`src/rtl/SB_codex_pkg.sv`:
```
// ----------------------------------------------------------------------------
// SB_codex_pkg
// Shared sideband types for the LTSM state modules and the sideband TX path.
//   SB_msg_t             : one sideband message request as produced by a state
//   ltsm_sb_arb_state_t  : state encoding of the sideband TX arbiter
//   rr_next()            : round-robin pointer advance (index after sel, wrapping)
// ----------------------------------------------------------------------------
package SB_codex_pkg;

    typedef struct packed {
        logic [4:0]  opcode;
        logic [7:0]  msg_code;
        logic [7:0]  msg_subcode;
        logic [15:0] msg_info;
    } SB_msg_t;

    typedef enum logic [1:0] {
        ARB_IDLE = 2'd0,
        ARB_SEND = 2'd1,
        ARB_ACK  = 2'd2
    } ltsm_sb_arb_state_t;

    // Index that follows sel in an n-entry ring.
    function automatic int unsigned rr_next(input int unsigned sel, input int unsigned n);
        return (sel + 1 >= n) ? 0 : sel + 1;
    endfunction

endpackage

```
`src/rtl/ltsm_sb_tx_arbiter_rr_pick.sv`:
```
// ----------------------------------------------------------------------------
// rr_pick
// Combinational round-robin selector: picks the first set request bit at or
// after ptr, wrapping modulo N.
//   req   in  N      request vector
//   ptr   in  PTR_W  index with highest priority this round
//   grant out N      one-hot winner (all-zero when no request)
//   idx   out PTR_W  binary index of the winner (0 when no request)
// ----------------------------------------------------------------------------
module rr_pick #(
    parameter int N     = 4,
    parameter int PTR_W = (N > 1) ? $clog2(N) : 1
) (
    input  logic [N-1:0]     req,
    input  logic [PTR_W-1:0] ptr,
    output logic [N-1:0]     grant,
    output logic [PTR_W-1:0] idx
);

    // cand[k] is the requester examined k-th in priority order this round.
    logic [PTR_W-1:0] cand [N];

    genvar gi;
    generate
        for (gi = 0; gi < N; gi++) begin : g_cand
            assign cand[gi] = PTR_W'((int'(ptr) + gi) % N);
        end
    endgenerate

    always_comb begin
        logic found;
        found = 1'b0;
        grant = '0;
        idx   = '0;
        for (int k = 0; k < N; k++) begin
            if (!found && req[cand[k]]) begin
                found           = 1'b1;
                idx             = cand[k];
                grant[cand[k]]  = 1'b1;
            end
        end
    end

endmodule

```
`src/rtl/ltsm_sb_tx_arbiter.sv`:
```
// ----------------------------------------------------------------------------
// ltsm_sb_tx_arbiter
// Shares the single sideband TX message channel between the LTSM state
// modules. One requester is granted at a time in round-robin order; its
// message is latched at grant time, held valid until the transmitter
// acknowledges, and a one-cycle ack is then returned to the winner.
//
// Ports
//   clk_100MHz          in   sideband clock (rising edge)
//   reset               in   asynchronous active-low reset
//   req_valid_i         in   per-requester message valid (held until ack)
//   req_msg_i           in   per-requester message
//   req_ack_o           out  one-cycle ack to the granted requester
//   grant_o             out  one-hot current grant, zero when idle
//   TX_msg_o            out  latched message to the transmitter
//   TX_msg_valid_o      out  message valid to the transmitter
//   TX_msg_valid_ack_i  in   transmitter accepted TX_msg_o
//   busy_o              out  high whenever not idle
//   timeout_err_o       out  sticky ack-timeout flag
//
// Build option
//   LTSM_SB_ARB_TIMEOUT_EN : when defined, a transfer that is not acked within
//   ACK_TIMEOUT cycles is abandoned (no req_ack_o) and timeout_err_o is set.
//   When undefined, SEND waits indefinitely and timeout_err_o is 0.
// ----------------------------------------------------------------------------
module ltsm_sb_tx_arbiter
    import SB_codex_pkg::*;
#(
    parameter int NUM_REQ     = 4,
    parameter int ACK_TIMEOUT = 100000
) (
    input  logic                    clk_100MHz,
    input  logic                    reset,
    input  logic [NUM_REQ-1:0]      req_valid_i,
    input  SB_msg_t [NUM_REQ-1:0]   req_msg_i,
    output logic [NUM_REQ-1:0]      req_ack_o,
    output logic [NUM_REQ-1:0]      grant_o,
    output SB_msg_t                 TX_msg_o,
    output logic                    TX_msg_valid_o,
    input  logic                    TX_msg_valid_ack_i,
    output logic                    busy_o,
    output logic                    timeout_err_o
);

    localparam int PTR_W = (NUM_REQ > 1) ? $clog2(NUM_REQ) : 1;

    ltsm_sb_arb_state_t   state_reg,  state_next;
    logic [PTR_W-1:0]     rr_ptr_reg, rr_ptr_next;
    logic [PTR_W-1:0]     sel_reg,    sel_next;
    logic [NUM_REQ-1:0]   grant_reg,  grant_next;
    SB_msg_t              tx_msg_reg, tx_msg_next;

    logic [NUM_REQ-1:0]   pick_grant;
    logic [PTR_W-1:0]     pick_idx;
    logic                 timeout_hit;

    rr_pick #(
        .N     (NUM_REQ),
        .PTR_W (PTR_W)
    ) u_rr_pick (
        .req   (req_valid_i),
        .ptr   (rr_ptr_reg),
        .grant (pick_grant),
        .idx   (pick_idx)
    );

`ifdef LTSM_SB_ARB_TIMEOUT_EN
    localparam int CNT_W = $clog2(ACK_TIMEOUT + 1);

    logic [CNT_W-1:0] cnt_reg;
    logic             timeout_err_reg;

    // The counter sits at zero outside SEND, so it is zero on every entry.
    // The increment that would reach ACK_TIMEOUT is the expiry point, which
    // gives exactly ACK_TIMEOUT cycles of TX_msg_valid_o.
    assign timeout_hit = (cnt_reg == CNT_W'(ACK_TIMEOUT - 1));

    always_ff @(posedge clk_100MHz or negedge reset) begin
        if (!reset) begin
            cnt_reg         <= '0;
            timeout_err_reg <= 1'b0;
        end else begin
            if (state_reg == ARB_SEND) begin
                cnt_reg <= cnt_reg + CNT_W'(1);
            end else begin
                cnt_reg <= '0;
            end
            if (state_reg == ARB_SEND && !TX_msg_valid_ack_i && timeout_hit) begin
                timeout_err_reg <= 1'b1;
            end
        end
    end

    assign timeout_err_o = timeout_err_reg;
`else
    logic unused_cfg;
    assign unused_cfg    = (ACK_TIMEOUT == 0);
    assign timeout_hit   = 1'b0;
    assign timeout_err_o = 1'b0;
`endif

    always_ff @(posedge clk_100MHz or negedge reset) begin
        if (!reset) begin
            state_reg  <= ARB_IDLE;
            rr_ptr_reg <= '0;
            sel_reg    <= '0;
            grant_reg  <= '0;
            tx_msg_reg <= '0;
        end else begin
            state_reg  <= state_next;
            rr_ptr_reg <= rr_ptr_next;
            sel_reg    <= sel_next;
            grant_reg  <= grant_next;
            tx_msg_reg <= tx_msg_next;
        end
    end

    always_comb begin
        state_next  = state_reg;
        rr_ptr_next = rr_ptr_reg;
        sel_next    = sel_reg;
        grant_next  = grant_reg;
        tx_msg_next = tx_msg_reg;

        case (state_reg)
            ARB_IDLE: begin
                if (|req_valid_i) begin
                    sel_next    = pick_idx;
                    grant_next  = pick_grant;
                    // Captured once; later changes by the requester are ignored.
                    tx_msg_next = req_msg_i[pick_idx];
                    state_next  = ARB_SEND;
                end
            end
            ARB_SEND: begin
                if (TX_msg_valid_ack_i) begin
                    state_next = ARB_ACK;
                end else if (timeout_hit) begin
                    // Abandoned transfer still advances the pointer so the
                    // stuck requester does not block the others.
                    rr_ptr_next = PTR_W'(rr_next(32'(sel_reg), 32'(NUM_REQ)));
                    grant_next  = '0;
                    state_next  = ARB_IDLE;
                end
            end
            ARB_ACK: begin
                rr_ptr_next = PTR_W'(rr_next(32'(sel_reg), 32'(NUM_REQ)));
                grant_next  = '0;
                state_next  = ARB_IDLE;
            end
            default: begin
                state_next = ARB_IDLE;
            end
        endcase
    end

    assign grant_o        = grant_reg;
    assign TX_msg_o       = tx_msg_reg;
    assign TX_msg_valid_o = (state_reg == ARB_SEND);
    // grant_reg is still held during ACK, so it doubles as the ack one-hot.
    assign req_ack_o      = (state_reg == ARB_ACK) ? grant_reg : '0;
    assign busy_o         = (state_reg != ARB_IDLE);

endmodule

```
`config.mk`:
```
export PLATFORM = sky130hd
export DESIGN_NAME = ltsm_sb_tx_arbiter
export DESIGN_NICKNAME = d
export VERILOG_FILES = /design/src/rtl/SB_codex_pkg.sv /design/src/rtl/ltsm_sb_tx_arbiter_rr_pick.sv /design/src/rtl/ltsm_sb_tx_arbiter.sv
export SDC_FILE = /design/constraint.sdc
export NUM_CORES = 1
export LEC_CHECK = 0
export BUFFER_PORTS_ARGS = -buffer_cell sky130_fd_sc_hd__buf_4
export CAP_MARGIN = 20
export CORE_MARGIN = 1
export CORE_UTILIZATION = 39
export CTS_BUF_LIST = sky130_fd_sc_hd__clkbuf_16
export CTS_CLUSTER_SIZE = 16
export DETAILED_ROUTE_END_ITERATION = 8
export PLACE_DENSITY = 0.77
export SLEW_MARGIN = 20
export SYNTH_ARGS = -nofsm -noshare
export SYNTH_HDL_FRONTEND = slang
export SYNTH_HIERARCHICAL = 1
export SYNTH_SLANG_ARGS = --single-unit
```
`constraint.sdc`:
```
create_clock -name clk_100MHz -period 3 [get_ports clk_100MHz]
set_input_delay 0.3 -clock clk_100MHz [delete_from_list [all_inputs] [get_ports clk_100MHz]]
set_output_delay 0.3 -clock clk_100MHz [all_outputs]
set_load 0.02 [all_outputs]
```
* Word-level counts from Yosys, hierarchy flattened
Cells that the tools add are included.
** Storage, ports and cells
- Output and inout port bits :: 48
- Bits in latches :: 0
- Word-level logic and storage cells :: 82
- RAM bits :: 0
- Input port bits :: 155
- Register bits after elaboration :: 47
- Memories kept :: 0
- Bits in read-only memories :: 0
** Cells by class
- Muxes and demuxes :: 36
- Magnitude comparators :: 10
- Multiply operators :: 0
- Divide/modulo/power cells :: 0
- Bitwise operators :: 3
- Equal/unequal tests :: 4
- Shift operators :: 0
- Add/subtract/negate cells :: 4
- Reductions and logical operators :: 17
** Operators by type and width (number)
- $bmux 37 s2 :: 1
- $mux 37 :: 1
- $mux 4 :: 6
- $lt 2x3->1 const B :: 5
- $mux 2 :: 7
- $or 4x4->4 :: 3
- $mux 1 :: 11
- $bmux 1 s2 :: 4
- $demux 1 s2 :: 4
- $ge 2x1->1 const B :: 4
- $pmux 4 s2 :: 1
- $logic_and 1x1->1 :: 7
- $reduce_and 2->1 :: 3
- $add 2x2->2 const B :: 2
- $pmux 2 s2 :: 1
- $reduce_bool 2->1 :: 2
- $reduce_or 4->1 :: 1
- $add 2x1->3 const B :: 1
- $ge 3x3->1 const B :: 1
- $logic_not 1->1 :: 3
- $add 2x1->2 const B :: 1
- $eq 2x1->1 const B :: 1
- $eq 2x2->1 const B :: 1
- $logic_not 2->1 :: 1
- 2 further kinds :: 2

* Depth between registers and ports, before layout
- Word-level depth :: 14
- Mapped depth :: 12

* Modules after synthesis
Netlist, hierarchy kept.
** By module, submodules not included
- ltsm_sb_tx_arbiter :: times used 1, area an instance 2787.7 um^2, cells an instance 168
- rr_pick :: times used 1, area an instance 489.2 um^2, cells an instance 65

* Worst setup path before layout
Ideal clock, no wire load.
- Path kind :: reg-to-reg
- Start :: reg rr_ptr_reg[0]
- End :: reg tx_msg_reg, in the netlist TX_msg_o[15]
- Setup slack :: -80 ps
- Arrival time :: 2956 ps
- Buffers on the path :: 3
- Cell stages (with the launch flop) :: 11
- Clock period less this slack :: 3080 ps
- Cell sequence :: dfrtp_1 -> buf_6 -> buf_2 -> inv_1 -> ha_1 -> o21ai_0 -> o31ai_1 -> o31a_1 -> buf_2 -> mux4_2 -> mux2_2
** Between the ends
- Longest elaborated chain between the ends :: 14
- Elaborated cells on any way between the ends :: 26
- Classes of those cells :: add/sub: 3; mux: 17; reduce/logical: 6
** RTL lines
- start, declared :: line ltsm_sb_tx_arbiter.sv:48 : logic [PTR_W-1:0] rr_ptr_reg, rr_ptr_next;
- start signal, assigned :: line ltsm_sb_tx_arbiter.sv:111 : rr_ptr_reg <= rr_ptr_next;
- parallel branches: the longest is 11 deep, another holds $add 2x1->2
- $mux 2 (*) :: line ltsm_sb_tx_arbiter_rr_pick.sv:36 : if (!found && req[cand[k]]) begin
- net pick_idx[0] :: line ltsm_sb_tx_arbiter.sv:54 : logic [PTR_W-1:0] pick_idx;
- $bmux 37 s2 (*) :: line ltsm_sb_tx_arbiter.sv:131 : tx_msg_next = req_msg_i[pick_idx];
- $mux 37 (not written as such) (*) :: line ltsm_sb_tx_arbiter.sv:131
- end signal, assigned :: line ltsm_sb_tx_arbiter.sv:114 : tx_msg_reg <= tx_msg_next;
- end, declared :: line ltsm_sb_tx_arbiter.sv:51 : SB_msg_t tx_msg_reg, tx_msg_next;
Mark *: on every way through the listed nets, which the timed path passes. The select of a mux whose other input is x is not followed.
A chain may end at the register's enable or synchronous reset.

* Worst setup path after layout
- Start :: reg rr_ptr_reg[0]
- End :: reg tx_msg_reg, in the netlist TX_msg_o[1]
Same word-level chain as after synthesis.

==> summary.md <==
| Metric | Value |
|---|---|
| I/O pins | `203` |
| Vias in the first global route | `2892` |
| CTS H-tree lvls | `2` |
| Starting Density | `40.1%` |
| Hold_ws | `23.6 ps` |
| Run status | `completed` |
| FP Rows | `33` |
| Vias per inst | `5.28` |
| Die area | `8770 um2` |
| Rel. slew slack | `58.1%` |
| First-pass GRT wire length | `14100 um` |
| CTS tree | `built` |
| Final Worst Setup Slack | `221 ps` |
| Sequential area share after synthesis | `35.9%` |
| Final setup violation count | `0` |
| Final WL | `9260 um` |
| CTS Root Buffer Type | `clkbuf_16` |
| N_diodes | `0` |
| Ys async rst share | `100%` |
| First-pass DRT Iterations | `4` |
| Core ar. | `8180 um2` |
| Unrepaired setup endpoints after global routing | `yes` |
| Most frequent cells in the layout | `207 x buf_4, 47 x dfrtp_1, 39 x mux4_2` |
| Clock Latency Late Sink | `280 ps` |
| Largest register FFs | `37` |
| Via count | `2838` |
| Period utilisation layout | `92.6%` |
| Die width | `93.7 um` |
| Path type of the worst setup path | `reg -> reg` |
| Layout Nets | `592` |
| Worst IR Drop VDD | `577 uV` |
| Reg clk slew, reported paths | `60 ps` |
| Routed Antenna Nets | `0` |
| Post-Syn Instances | `233` |
| Flops & latches, synth | `47` |
| Area growth, synth to finish | `54.1%` |
| Max-slew violations | `0` |
| PortBufs | `201` |
| Worst EP arrival | `2950 ps` |
| Post-layout util | `61.8%` |
| Setup WS pre-CTS | `95.1 ps` |
| Max_cap viols | `0` |
| Area of the mapped netlist | `3280 um2` |
| Leak Pwr | `2.35 nW` |
| Remaining Overflow, GRT | `0` |
| Final min period | `2780 ps` |
| WL/cell | `17.2 um` |
| Drt drc | `0` |
| Syn_nets | `394` |
| Placed wire-length estimate | `7220 um` |
| Worst Tran Pin Value | `628 ps` |
| Average cell area after synthesis | `14.1 um2` |
| Layout cells sized above 1 | `70.6%` |
| Hold buffers post-CTS | `0` |
| EDFF count, synth | `0` |
| Total global-route track usage | `21.1%` |
| Num Clock Sinks | `47` |
| Worst Hold Class | `in -> async` |
| Commonest non-fill, non-tap cell in the layout | `buf_4` |
| Largest net degree at the start of global routing | `48` |
| CP Launch Type | `flop` |
| Yosys Warn Count | `6` |
| PwrDens | `1070 nW/um2` |
| Fmax | `360 MHz` |
| Required @ worst endpoint | `3170 ps` |
| Synth cell types | `42` |
| Dominant synthesized flop cell | `dfrtp_1` |
| Routability Congestion | `0.766` |
| Max clock buf depth | `2` |
| CP Capture Type | `flop` |
| Fin. Hold Viols | `0` |
| Antenna violations before repair | `0` |
| Num CTS Buffers | `5` |
| Die Ht | `93.7 um` |
| Max Fanout on Critical Path | `22` |
| Clock skew | `3.04 ps` |
| Iter 0 DRT Violations | `64` |
-- where the power goes --
part / leakage (nW) / total [W] / internal (W) / switching (W)
sequential: 0.559 / 0.00115 / 0.000969 / 0.000179
combinational: 1.72 / 0.00372 / 0.00208 / 0.00164
clock: 0.0701 / 0.000539 / 0.000301 / 0.000238
-- timing repair --
action,in CTS,in global routing
endpoints found under the setup margin,0,37
buffers inserted,0,2
resized for setup,0,1
-- metal layers --
layer	GRT usage [%]	wire length, um	vias up
li1	-	-	1288
met1	23.8	3270	1411
met2	39.4	5170	127
met3	4.69	678	12
met4	6.28	138	0
met5	0	0	-
-- kinds of logic (layout without fill, tap and decap cells) --
kind of cell	after synthesis	after routing	synth area share [%]
flops	47	47	35.9
mux	85	85	43.5
compound gates	23	23	5.12
other cells	1	1	0.114
fa+ha+maj	6	6	2.29
simple gates	43	43	7.45
buf+inv	28	227	5.61
-- worst max-delay path, stage by stage (launching register included) --
cell	delay, ps
dfrtp_1	360
inv_1	110
ha_4	320
o21ai_0	130
o31ai_2	420
o31a_2	250
buf_12	220
mux4_1	580
mux2_2	270
-- path summary, 6_finish.rpt --
path,start,end,slack [ps],depth (start not counted)
min reg2reg,sel_reg[0],rr_ptr_reg[0],480,1
max in group asynchronous,reset,TX_msg_o[21],2540,1
min,reset,grant_o[3],20,1
min in group clk_100MHz,TX_msg_valid_ack_i,state_reg[1],230,2
max reg2reg,rr_ptr_reg[0],TX_msg_o[1],220,8
max,rr_ptr_reg[0],TX_msg_o[1],220,8
-- synth_stat cells, types with 4 or more instances --
| cell | number | share of area, % |
|---|---|---|
| dfrtp_1 | 47 | 36 |
| mux4_2 | 39 | 27 |
| mux2_2 | 31 | 11 |
| nand2_1 | 18 | 2.1 |
| inv_1 | 8 | 0.92 |
| o21ai_0 | 8 | 1.2 |
| buf_2 | 7 | 1.1 |
| ha_1 | 6 | 2.3 |
| mux2_4 | 6 | 2.7 |
| mux2i_1 | 6 | 1.8 |
| and2_1 | 5 | 0.95 |
| buf_4 | 5 | 1.1 |
| a221o_2 | 4 | 1.4 |
-- cell type report --
| type | instances | area [um2] |
|---|---|---|
| fill | 672 | 3130 |
| multi-input combinational | 158 | 1950 |
| timing repair buffer | 211 | 1630 |
| sequential | 47 | 1180 |
| tap | 105 | 131 |
| clock buffer | 5 | 125 |
| inverter | 8 | 30.0 |
| clock inverter | 3 | 11.3 |
-- per-stage QoR --
stage | setup TNS (ps) | total power [W] | cell area [um2] | std cells
CTS | 0 | 0.00544 | 5030 | 535
global route | -0.405 | 0.00576 | 5050 | 537
floorplan | 0 | 0.00384 | 3290 | 233
finish | 0 | 0.00541 | 5050 | 537
detailed placement | 0 | 0.00488 | 4890 | 527
global placement | 0 | 0.00478 | 4890 | 527
Power figures use the tool's default switching activity.
